===== src/rtl/oam_dma.sv =====
// oam_dma: NES sprite DMA engine.
// A CPU write to DMA_REG halts the CPU. The engine then copies 256 bytes from
// page {page,8'h00} to OAM_PORT. It alternates read (get) and write (put) cycles.
// Optional build macro OAM_DMA_ALIGN_EN adds a one-cycle ALIGN state. With it,
// every READ lands on a get cycle (parity 0).
module oam_dma #(
  parameter logic [15:0] DMA_REG  = 16'h4014,
  parameter logic [15:0] OAM_PORT = 16'h2004
) (
  input  logic        CLK,
  input  logic        nRST,
  input  logic [15:0] cpu_addr,
  input  logic [7:0]  cpu_wdata,
  input  logic        cpu_wen,
  output logic        cpu_rdy,
  output logic        dma_busy,
  output logic [15:0] dma_addr,
  output logic        dma_ren,
  output logic        dma_wen,
  output logic [7:0]  dma_wdata,
  input  logic [7:0]  dma_rdata
);

  typedef enum logic [2:0] {
    S_IDLE  = 3'd0,
    S_HALT  = 3'd1,
    S_READ  = 3'd3,
    S_WRITE = 3'd4
`ifdef OAM_DMA_ALIGN_EN
    , S_ALIGN = 3'd2
`endif
  } state_t;

  state_t     state_reg, state_next;
  logic [7:0] page_reg, page_next;
  logic [7:0] idx_reg, idx_next;

`ifdef OAM_DMA_ALIGN_EN
  // Free-running get/put phase: 0 = get cycle, 1 = put cycle.
  logic parity_reg;

  // Toggle the bus phase every cycle from reset.
  always_ff @(posedge CLK or negedge nRST) begin
    if (!nRST) parity_reg <= 1'b0;
    else       parity_reg <= ~parity_reg;
  end
`endif

  // State, source page and byte index registers.
  always_ff @(posedge CLK or negedge nRST) begin
    if (!nRST) begin
      state_reg <= S_IDLE;
      page_reg  <= 8'h00;
      idx_reg   <= 8'h00;
    end else begin
      state_reg <= state_next;
      page_reg  <= page_next;
      idx_reg   <= idx_next;
    end
  end

  // Next-state logic.
  // A trigger is only accepted in IDLE, so the page cannot be re-latched mid-transfer.
  always_comb begin
    state_next = state_reg;
    page_next  = page_reg;
    idx_next   = idx_reg;
    case (state_reg)
      S_IDLE: begin
        if (cpu_wen && (cpu_addr == DMA_REG)) begin
          page_next  = cpu_wdata;
          idx_next   = 8'h00;
          state_next = S_HALT;
        end
      end
      S_HALT: begin
`ifdef OAM_DMA_ALIGN_EN
        // A HALT on a get cycle would put READ on a put cycle.
        // In that case insert one dummy cycle.
        state_next = parity_reg ? S_READ : S_ALIGN;
`else
        state_next = S_READ;
`endif
      end
`ifdef OAM_DMA_ALIGN_EN
      S_ALIGN: state_next = S_READ;
`endif
      S_READ:  state_next = S_WRITE;
      S_WRITE: begin
        // The index wraps within the page; it never carries into page_reg.
        idx_next   = idx_reg + 8'd1;
        state_next = (idx_reg == 8'hFF) ? S_IDLE : S_READ;
      end
      default: state_next = S_IDLE;
    endcase
  end

  // Moore outputs decoded from the registered state.
  always_comb begin
    cpu_rdy   = 1'b0;
    dma_busy  = 1'b1;
    dma_addr  = 16'h0000;
    dma_ren   = 1'b0;
    dma_wen   = 1'b0;
    dma_wdata = 8'h00;
    case (state_reg)
      S_IDLE: begin
        cpu_rdy  = 1'b1;
        dma_busy = 1'b0;
      end
      S_READ: begin
        dma_ren  = 1'b1;
        dma_addr = {page_reg, idx_reg};
      end
      S_WRITE: begin
        dma_wen   = 1'b1;
        dma_addr  = OAM_PORT;
        dma_wdata = dma_rdata;
      end
      default: ;
    endcase
  end

endmodule

===== config.mk =====
export PLATFORM = sky130hd
export DESIGN_NAME = oam_dma
export DESIGN_NICKNAME = d
export VERILOG_FILES = /design/src/rtl/oam_dma.sv
export SDC_FILE = /design/constraint.sdc
export NUM_CORES = 1
export LEC_CHECK = 0
export ABC_AREA = 1
export BUFFER_PORTS_ARGS = -buffer_cell sky130_fd_sc_hd__buf_2
export CAP_MARGIN = 25
export CORE_MARGIN = 1
export CORE_UTILIZATION = 49
export DETAILED_ROUTE_END_ITERATION = 7
export PLACE_DENSITY = 0.85
export SYNTH_ARGS = -nofsm -noshare
export SYNTH_HDL_FRONTEND = slang
export SYNTH_SLANG_ARGS = --single-unit

===== constraint.sdc =====
create_clock -name CLK -period 3.25 [get_ports CLK]
set_input_delay 0.325 -clock CLK [delete_from_list [all_inputs] [get_ports CLK]]
set_output_delay 0.325 -clock CLK [all_outputs]
set_load 0.03 [all_outputs]

# --- Word-level counts from Yosys, hierarchy flattened ---
# Cells that the tools add are included.
word_totals:
  inputBits: 35
  mem_bits_ro: 0
  mem_count: 0
  mem_bits_rw: 0
  latchBits: 0
  reg_bits: 19
  output_inout_bits: 28
classes:
  muxes: 11
  n_addsub: 1
  n_reduce_logical: 5
  n_eq_ne: 6
  magnitude_cmp: 0
  n_bitwise: 0
  shift: 0
  n_div: 0
  n_mul: 0
op_table:
  columns: ["cell", "count"]
  rows:
  - ["$pmux 16 s2", 1]
  - ["$eq 16x15->1 const B", 1]
  - ["$mux 8", 2]
  - ["$pmux 8 s2", 1]
  - ["$pmux 3 s4", 1]
  - ["$add 8x1->8 const B", 1]
  - ["$eq 8x8->1 const B", 1]
  - ["$mux 1", 4]
  - ["$reduce_and 2->1", 2]
  - ["$eq 3x1->1 const B", 1]
  - ["$eq 3x2->1 const B", 1]
  - ["$eq 3x3->1 const B", 1]
  - ["$logic_not 3->1", 1]
  - ["$mux 3", 1]
  - ["$mux 2", 1]
  - ["$ne 2x2->1 const B", 1]
  - ["$reduce_bool 2->1", 1]
  - ["$logic_and 1x1->1", 1]

# --- Longest topological paths before layout ---
depth:
  depth_word: 4
  depth_mapped: 7
  depth_no_buf: 7

# --- Least setup slack after synthesis ---
# Ideal clock, no wire load.
synth_timing:
  path_kind: "register to output"
  start: "register state_reg[2]"
  end: "output dma_addr[0]"
  arrival_ns: 1.495
  stages_incl_launch_ff: 5
  setup_slack_ns: 1.430
  required_ns: 2.925
  path_buffers: 1
  path_cell_list: "dfrtp_1 nor3_4 inv_2 buf_6 nor2_1"
synth_between:
  elab_chain_len: 2
  word_cells_on_any_way: 3
  classes_between: "2 x eq/ne; 1 x mux"
synth_lines:
  columns: ["element", "line_no", "rtl"]
  rows:
  - ["from (decl)", "34", "state_t state_reg, state_next;"]
  - ["from (signal assigned)", "56", "state_reg <= state_next;"]
  - ["$eq 3x3->1 / $eq 3x2->1 (equally long branches)", "106", "case (state_reg)"]
  - ["$pmux 16 s2 (*)", "106", null]
  - ["to (decl)", "17", "output logic [15:0] dma_addr,"]
# Mark *: on every way between the ends. The rest lies on a longest branch, timed or not.

# --- Final worst setup path ---
layout_timing:
  start: "register state_reg[0]"
  end: "output dma_wen"
layout_between:
  elab_chain_len: 2
layout_lines:
  columns: ["element", "line_no", "rtl"]
  rows:
  - ["$eq 3x3->1", "106", null]
  - ["$mux 1", "106", null]
  - ["to (decl)", "19", "output logic dma_wen,"]
# No other way between the ends.

==> reports/qor.yml <==
total_leakage_power_uw: 0.000975
worstSetupPathType: "flip-flop to output pin"
synth-warning-count: 0
outcome: "finished with violations"
clkTransAtPathRegs_ns: 0.11
finalInstanceArea_um2: 1610
final_cycle_utilization_of_the_critical_path_pct: 64.4
hold_path.class: "primary input to flip-flop"
tritoncts_clock_tree: "built"
cts.repair_timing.setup_buffer_count: 0
dr.first_iter.drc_count: 34
synth.yosys.seq_area_share_pct: 37.7
irDropWorstVdd_mv: 0.448
synthDistinctLibCells: 22
drc: 2
yosys.area_share.simple_pct: 44.2
max-cap-violations: 0
h-tree-depth: 1
place.gp.congestion: 0.845
rsz0062_at_grt: "false"
placedInstanceArea_um2: 1580
netlist.area_leader.share_pct: 37.7
violations: "DRC"
crit_path_start_kind: "flip-flop"
synth_enable_flop_cells: 0
synth_top_family_by_area: "simple AND/OR/NAND/NOR gates"
yosysMostFrequentCell: "sky130_fd_sc_hd__nand2_1"
antenna_violations_before_repair: 0
route.layer.met1.wl_mm: 1.27
maximum_number_of_pins_on_one_net_before_global_route_repair: 21
route.antenna.remaining_nets: 0
io_buffer_count: 62
first_global_vias: 1098
grtUsageTotal_pct: 22.2
slew_viol_final: 0
grt_first_pass_wirelength_mm: 4.55
net_count_final: 283
post_cts_resized: 0
net_count_after_synthesis: 219
totalNegativeSetupSlack_ns: 0
min_period_ns: 2.09
cts_made_buffers: 3
holdWs_ns: 0.271
fmax_mhz: 478
synth_area_per_cell_um2: 6.89
met3_length_um: 131
netlist.top_cell.by_area: "sky130_fd_sc_hd__dfrtp_1"
critPathBufInv: 2
post_synth_mux_area_share_pct: 0
areaGrowthSynthToFinish_pct: 27.9
tightest_slew_ns: 0.631
synthXorXnorAreaFrac_pct: 1.39
share_of_cells_above_drive_strength_1_pct: 32.5
top_layer_used: "met3"
critPathTopFamily: "simple AND/OR/NAND/NOR gates"
critPathSlowestCell: "sky130_fd_sc_hd__dfrtp_1"
wl_met2_mm: 1.35
drtPass1Iterations: 6
critical_path_required_ns: 2.92
synth-async-reset-ratio_pct: 100
final-hold-violation-count: 0
row_count: 18
totalWireLength_mm: 2.75
worstPathMaxFanout: 20
area_of_the_mapped_netlist_um2: 1260
report.power.total_uw: 704
critical_path.max_stage_delay_ns: 0.42
hpwl_after_detailed_placement_mm: 2.13
synth-adder-area-share_pct: 0.992
viasPerCell: 4.76
cts_root_buffer: "sky130_fd_sc_hd__clkbuf_4"
crit_path_end_kind: "output pin"
finClkSkew_ns: 0.00417
worst_ep_arrival_time_ns: 1.77
setup_viol: 0
dr_total_vias: 1314
numClockSinks: 19
core_region_area_um2: 2450
io_pins: 63
list_of_cells_traversed_by_the_critical_path: "nor2_2, nand2_1, inv_2, buf_2"
die_w_um: 52.7
routedWlPerCell_um: 9.96
ys_top_cells_by_area: "sky130_fd_sc_hd__dfrtp_1 38%, sky130_fd_sc_hd__nand2_1 13%, sky130_fd_sc_hd__inv_1 9.8%"
clkLatencyLatePin_ns: 0.29
dominantRegCellSynth: "sky130_fd_sc_hd__dfrtp_1"
synth_compound_area_share_pct: 2.38
synthCells: 183
initial_core_utilization_pct: 51.4
netlist_top_cells_count: "45 x sky130_fd_sc_hd__nand2_1, 33 x sky130_fd_sc_hd__inv_1, 32 x sky130_fd_sc_hd__nor2_1"
globalRoute.totalOverflow: 0
power-per-cell-area_nw_per_um2: 437
relSlewSlack_pct: 57.8
antennaDiodeCount: 0
die_area_um2: 2780
cts-root-to-sink-buffers: 2
synthesized_flop_and_latch_total: 19
dieHeight_um: 52.7
where the power goes:
part           total, uW  internal, uW  leakage, uW  switching [uW]
logic                296          84.2     0.000699             212
clock network        120          47.7    0.0000150            72.4
registers            288           262     0.000261            26.0
total                704           394     0.000975             310
routing by layer:
| metal | global-route usage, % | vias up |
|---|---|---|
| met2 | 36.3 | 45 |
| met4 | 7.89 | 0 |
| met1 | 30.0 | 585 |
| met5 | 0 | - |
| li1 | - | 684 |
| met3 | 2.61 | 0 |
cells by family after synthesis:
logic type / after synthesis
compound gates: 6
buf+inv: 40
simple gates: 115
xor+xnor: 2
flops: 19
fa+ha+maj: 1
worst paths after layout:
kind                            slack (ns)  cells past startpoint         start          end
worst max-delay path                  1.16                      4  state_reg[0]      dma_wen
worst min-delay path                  0.27                      3  cpu_wdata[4]  page_reg[4]
worst max register to register        1.59                      6  state_reg[0]   idx_reg[6]
worst min register to register        0.49                      2   page_reg[4]  page_reg[4]
max in group asynchronous             2.46                      2          nRST   idx_reg[6]
min in group asynchronous             0.49                      2          nRST   idx_reg[7]
area by class of cell:
cell class                 instances  area [um^2]
clock buffer                       4         26.3
fill                             222          842
inverter                          36          135
multi-input combinational        124          618
sequential                        19          475
tap                               30         37.5
timing repair buffer              63          320
cell usage in the layout (no fill, tap or decap), types with 2 or more instances in the layout:
master                     count
sky130_fd_sc_hd__nand4_1       8
sky130_fd_sc_hd__nor2_2        6
sky130_fd_sc_hd__inv_1        33
sky130_fd_sc_hd__nor2_1       32
sky130_fd_sc_hd__nand2_2       2
sky130_fd_sc_hd__nand2_1      45
sky130_fd_sc_hd__nor3_4        2
sky130_fd_sc_hd__dfrtp_1      19
sky130_fd_sc_hd__inv_2         2
sky130_fd_sc_hd__nand3_1      16
sky130_fd_sc_hd__buf_2        62
sky130_fd_sc_hd__xor2_1        2
sky130_fd_sc_hd__a21oi_1       4
sky130_fd_sc_hd__clkbuf_4      3
tightest hold or removal path: cells and delay by family:
kind | cells | cell delay (ns)
buffers and inverters | 1 | 0.07
and+or+nand+nor | 2 | 0.14
per-stage QoR:
| step | setup WS, ns | instances | utilization (%) |
|---|---|---|---|
| 6_report | 1.16 | 276 | 65.7 |
| 5_1_grt | 1.03 | 276 | 65.7 |
| 3_3_place_gp | 1.58 | 271 | 64.2 |
| 3_5_place_dp | 1.53 | 271 | 64.2 |
| 4_1_cts | 1.18 | 276 | 65.7 |
| 2_1_floorplan | 1.43 | 183 | - |
timing repair:
action                                  CTS  global route
endpoints found under the setup margin    0             0
endpoints found under the hold margin    19             0
hold buffers                              1             0
No activity file was read; power rests on OpenSTA's default activity.
